## config.mk

```make
export PLATFORM = sky130hd
export DESIGN_NAME = noise_scan_ctrl
export DESIGN_NICKNAME = d
export VERILOG_FILES = /design/src/rtl/noise_scan_ctrl.sv
export SDC_FILE = /design/constraint.sdc
export NUM_CORES = 1
export LEC_CHECK = 0
export ABC_AREA = 1
export BUFFER_PORTS_ARGS = -buffer_cell sky130_fd_sc_hd__clkbuf_2
export CAP_MARGIN = 20
export CORE_AREA = 2 2 60 62
export CTS_CLUSTER_SIZE = 10
export DETAILED_ROUTE_END_ITERATION = 10
export DIE_AREA = 0 0 62 64
export HOLD_SLACK_MARGIN = 0.12
export PLACE_DENSITY_LB_ADDON = 0.2
export REMOVE_ABC_BUFFERS = 1
export SYNTH_ARGS = -nofsm -noshare
export SYNTH_HDL_FRONTEND = slang
export SYNTH_SLANG_ARGS = --single-unit
```

## constraint.sdc

```tcl
create_clock -name clk -period 1.6 [get_ports clk]
set_input_delay 0.08 -clock clk [delete_from_list [all_inputs] [get_ports clk]]
set_output_delay 0.08 -clock clk [all_outputs]
set_load 0.03 [all_outputs]
```

## src/rtl/noise_scan_ctrl.sv

```systemverilog
// rtl/noise_scan_ctrl.sv - raster scan of the image buffer through the salt-and-pepper noise rule
// Optional NOISE_BORDER_SKIP_EN: border pixels are emitted unflagged and never counted.
`timescale 1ns/1ps
module noise_scan_ctrl #(
  parameter int DATA_WIDTH = 8,
  parameter int IMG_W      = 4,
  parameter int IMG_H      = 2,
  parameter int T1         = 0,
  parameter int T2         = 255,
  parameter int ADDR_W     = $clog2(IMG_W*IMG_H),
  parameter int CNT_W      = $clog2(IMG_W*IMG_H+1)
) (
  input  logic                      clk,
  input  logic                      rst,
  input  logic                      start,
  output logic                      busy,
  output logic                      done,
  output logic                      rd_en,
  output logic [ADDR_W-1:0]         rd_addr,
  input  logic [DATA_WIDTH-1:0]     rd_data,
  output logic                      out_valid,
  input  logic                      out_ready,
  output logic [DATA_WIDTH-1:0]     out_pixel,
  output logic                      out_noise,
  output logic [$clog2(IMG_W)-1:0]  out_x,
  output logic [$clog2(IMG_H)-1:0]  out_y,
  output logic [CNT_W-1:0]          noise_count
);

  localparam int X_W = $clog2(IMG_W);
  localparam int Y_W = $clog2(IMG_H);
  localparam logic [DATA_WIDTH-1:0] LOW_T  = DATA_WIDTH'(T1);
  localparam logic [DATA_WIDTH-1:0] HIGH_T = DATA_WIDTH'(T2);
  localparam logic [X_W-1:0] LAST_X = X_W'(IMG_W-1);
  localparam logic [Y_W-1:0] LAST_Y = Y_W'(IMG_H-1);

  typedef enum logic [2:0] {IDLE, READ, CAPT, EMIT, DONE} stateT;

  stateT state, stateNext;
  logic [X_W-1:0] x;
  logic [Y_W-1:0] y;
  logic [DATA_WIDTH-1:0] pixelReg;
  logic noiseReg;
  logic [X_W-1:0] outXReg;
  logic [Y_W-1:0] outYReg;
  logic [CNT_W-1:0] countReg;
  logic lastPixel;
  logic handshake;
  logic thresholdHit;
  logic noiseNext;

  assign lastPixel    = (x == LAST_X) && (y == LAST_Y);
  assign handshake    = (state == EMIT) && out_ready;
  assign thresholdHit = (rd_data <= LOW_T) || (rd_data >= HIGH_T);

`ifdef NOISE_BORDER_SKIP_EN
  // The downstream window cannot be centred on the border, so a flag there would be meaningless.
  logic isBorder;
  assign isBorder  = (x == '0) || (x == LAST_X) || (y == '0) || (y == LAST_Y);
  assign noiseNext = thresholdHit && !isBorder;
`else
  assign noiseNext = thresholdHit;
`endif

  always_ff @(posedge clk or posedge rst) begin
    if (rst) begin
      state <= IDLE;
    end else begin
      state <= stateNext;
    end
  end

  always_comb begin
    stateNext = state;
    case (state)
      IDLE: if (start) stateNext = READ;
      READ: stateNext = CAPT;
      CAPT: stateNext = EMIT;
      EMIT: if (out_ready) stateNext = lastPixel ? DONE : READ;
      DONE: stateNext = IDLE;
      default: stateNext = IDLE;
    endcase
  end

  always_comb begin
    busy      = 1'b0;
    done      = 1'b0;
    rd_en     = 1'b0;
    rd_addr   = '0;
    out_valid = 1'b0;
    case (state)
      READ: begin
        busy    = 1'b1;
        rd_en   = 1'b1;
        rd_addr = ADDR_W'(int'(y) * IMG_W + int'(x));
      end
      CAPT: busy = 1'b1;
      EMIT: begin
        busy      = 1'b1;
        out_valid = 1'b1;
      end
      DONE: done = 1'b1;
      default: ;
    endcase
  end

  always_ff @(posedge clk or posedge rst) begin
    if (rst) begin
      x        <= '0;
      y        <= '0;
      pixelReg <= '0;
      noiseReg <= 1'b0;
      outXReg  <= '0;
      outYReg  <= '0;
      countReg <= '0;
    end else begin
      if (state == IDLE && start) begin
        x        <= '0;
        y        <= '0;
        countReg <= '0;
      end
      if (state == CAPT) begin
        pixelReg <= rd_data;
        noiseReg <= noiseNext;
        outXReg  <= x;
        outYReg  <= y;
      end
      if (handshake) begin
        if (noiseReg) countReg <= countReg + 1'b1;
        // Position stays on the last pixel after the frame; the next start clears it.
        if (!lastPixel) begin
          if (x == LAST_X) begin
            x <= '0;
            y <= y + 1'b1;
          end else begin
            x <= x + 1'b1;
          end
        end
      end
    end
  end

  assign out_pixel   = pixelReg;
  assign out_noise   = noiseReg;
  assign out_x       = outXReg;
  assign out_y       = outYReg;
  assign noise_count = countReg;

endmodule

```

==> summary.md <==
| Metric | Value |
|---|---|
| Final WL | `2.49 mm` |
| DR WL/cell | `10.6 um` |
| Max Cap Viol | `0` |
| Power density cells | `1910 nW/um^2` |
| Comb pwr share | `0.548` |
| Max Fclk | `670 MHz` |
| Tot Pwr | `2.88 mW` |
| PortBufs | `34` |
| Largest net degree at the start of global routing | `23` |
| Placed Cells | `217` |
| Post-Synth XOR/XNOR Area | `0.00781` |
| Die ar. | `3970 sq um` |
| H-tree Lvls | `1` |
| Final Max Tran Viols | `0` |
| Yosys reg bits | `22` |
| Routed vias/inst | `4.34` |
| Gr ovfl total | `0` |
| Startpoint types | `flip-flop` |
| P_int | `1.44 mW` |
| Critical path capture point type | `output port` |
| Antenna viol nets, final | `0` |
| Synth Area in Adders | `0.0223` |
| Net Switching | `1.45 mW` |
| Status | `finished, final reports clean` |
| Initial Util | `0.341` |
| Worst Path Max Fanout | `4` |
| DRT iter0 DRCs | `43` |
| Bufs on Longest Clock Path | `2` |
| Vias in the first global route | `971` |
| Yosys warns | `0` |
| # DRC | `0` |
| Mux share of post-synthesis cell area | `0` |
| Worst Path Required | `1520 ps` |
| Final min period | `1490 ps` |
| Reg clk slew, reported paths | `120 ps` |
| Ports | `35` |
| Clock share of power | `0.104` |
| Hold Fails Final Rpt | `0` |
| Tot GR Track Use | `0.142` |
| CTS tree | `yes` |
| Gpl congestion | `0.708` |
| Register Area | `552 sq um` |
| RSZ-0062 raised after global routing | `no` |
| DR vias | `1,016` |
| Root Driver | `clkbuf_4` |
| Slew HR | `0.750` |
| Mapped cell area | `1120 sq um` |
| Cell variety after synth | `22` |
| Total CTS buffers | `3` |
| First-pass GRT wire length | `4.26 mm` |
| Mapped Avg Cell Area | `8.12 sq um` |
| Hold crit path type | `input pin to asynchronous set/reset pin` |
| Syn-to-layout area delta | `34.7%` |
| Seq/Total Area, Yosys | `0.491` |
| Post-Syn Instances | `138` |
| Fillers | `336` |
| Period utilization | `0.933` |
| Most common cell after layout, fill and taps aside | `nand2_1` |
| Initial antenna violation count | `0` |
| Worst-Margin Slew | `374 ps` |
| Drt pass-1 iters | `4` |
| # setup viols final | `0` |
| Clk_lat worst skew | `310 ps` |
| CP arrival | `1410 ps` |
| Rows | `21` |
| Most frequent cells in the layout | `nand2_1 (44), clkbuf_2 (31), dfrtp_1 (21)` |
| Final HPWL DP | `1.85 mm` |
| Max VDD drop | `0.685 mV` |
| Sequential share of power | `0.347` |
| Die Ht | `64 um` |
| ANT cells | `0` |
| Layout Nets | `203` |
| Layout cells sized above 1 | `0.330` |
| Switching Fraction | `0.502` |
| Crit path kind | `flip-flop to output port` |
| Clk_skew | `7.95 ps` |
| Largest family of logic cells by synthesized area | `simple AND/OR/NAND/NOR gates` |
| Leakage | `0.799 nW` |
| Core area | `3280 sq um` |
| Die Width | `62 um` |
| Simple-Gate Fraction of Synth Area | `0.319` |
| Clock sinks | `22` |
| Layout Cells excl Fill | `234` |
| Synth Area in Compound Gates | `0.0792` |
| Multi-input gate area | `485 sq um` |
-- what timing repair did --
action,in CTS,in global routing
endpoints found under the hold margin,33,0
hold buffers,11,0
setup endpoints to repair,0,3
gates resized for setup,0,11
buffers inserted,0,2
-- layer usage --
layer | track usage | wire [um] | up-vias
met5 | 0 | 0 | -
met4 | 0.0319 | 23 | 0
met3 | 0.0425 | 100 | 2
met2 | 0.237 | 1280 | 18
met1 | 0.175 | 1080 | 471
li1 | - | - | 525
-- per-stage QoR --
stage / instance area [sq um] / hold WS, ps / setup TNS, ps / utilization / setup WS, ps
final: 1510 / 319 / 0 / 0.460 / 107
after global routing: 1510 / 334 / 0 / 0.460 / 1.83
after CTS: 1480 / 320 / 0 / 0.452 / 1.96
after detailed placement: 1340 / 121 / 0 / 0.407 / 251
after global placement: 1340 / 113 / 0 / 0.407 / 301
after floorplan: 1100 / 69.2 / -212 / - / -70.7
-- power groups by stage --
stage	combinational [mW]	sequential, mW	clock [mW]
2_1_floorplan	0.766	1.33	0
3_3_place_gp	1.49	1.00	0
3_5_place_dp	1.51	1.01	0
4_1_cts	1.54	1.00	0.318
5_1_grt	1.75	1.04	0.352
6_report	1.58	1.00	0.301
-- cells by family (layout without fill, tap and decap cells) --
logic type,count (synthesis),count (layout)
AOI/OAI and AO/OA,14,14
buffers and inverters,21,71
adders and majority gates,2,2
DFF,22,22
xor gates and xnor gates,1,1
and+or+nand+nor,78,78
-- synth_stat cells --
master / number / area share
a21oi_1: 1 / 0.0045
buf_4: 1 / 0.0067
buf_6: 1 / 0.010
dfrtp_1: 22 / 0.49
ha_1: 2 / 0.022
inv_1: 16 / 0.054
inv_2: 3 / 0.010
nand2_1: 44 / 0.15
nand2_2: 2 / 0.011
nand2_4: 1 / 0.010
nand3_1: 6 / 0.027
nand3_2: 1 / 0.0089
nand4_1: 2 / 0.011
nor2_1: 16 / 0.054
nor2_2: 2 / 0.011
nor2_4: 2 / 0.020
nor3_1: 1 / 0.0045
nor3_4: 1 / 0.015
o21ai_0: 6 / 0.027
o21ai_1: 2 / 0.0089
o21ai_2: 5 / 0.039
xnor2_1: 1 / 0.0078
-- worst max-delay path, stage by stage (launching register included) --
cell	delay [ps]
dfrtp_1	440
inv_2	90
nand2_1	80
nor2_2	150
inv_2	70
nor2_1	80
buf_2	200
-- worst paths after layout --
| path | startpoint | end | slack [ps] | cells after the start |
|---|---|---|---|---|
| worst max-delay path | state[1]$_DFFE_PP0P_ | rd_addr[0] | 110 | 6 |
| min in group clk | out_pixel[2]$_DFFE_PP0P_ | out_pixel[2]$_DFFE_PP0P_ | 490 | 2 |
| worst min-delay path | rst | out_pixel[5]$_DFFE_PP0P_ | 320 | 4 |
| worst min register to register | out_pixel[2]$_DFFE_PP0P_ | out_pixel[2]$_DFFE_PP0P_ | 490 | 2 |
| max in group asynchronous | rst | state[0]$_DFFE_PP0P_ | 1030 | 4 |
| worst max register to register | state[2]$_DFFE_PP0P_ | out_pixel[3]$_DFFE_PP0P_ | 240 | 4 |
-- state kept, by name, indices dropped and copies added, names as in the netlist --
| register | flops |
|---|---|
| out_x | 2 |
| out_y | 1 |
| x | 2 |
| y | 1 |
| out_pixel | 8 |
| state | 3 |
| noise_count | 4 |
| out_noise | 1 |
-- cell type report --
type / instances / share of cell area
Clock buffer: 4 / 0.0240
Inverter: 19 / 0.0472
Multi-Input combinational cell: 95 / 0.321
Sequential cell: 22 / 0.365
Tap cell: 46 / 0.0381
Timing Repair Buffer: 48 / 0.204
(Power assumes the default switching activity.)
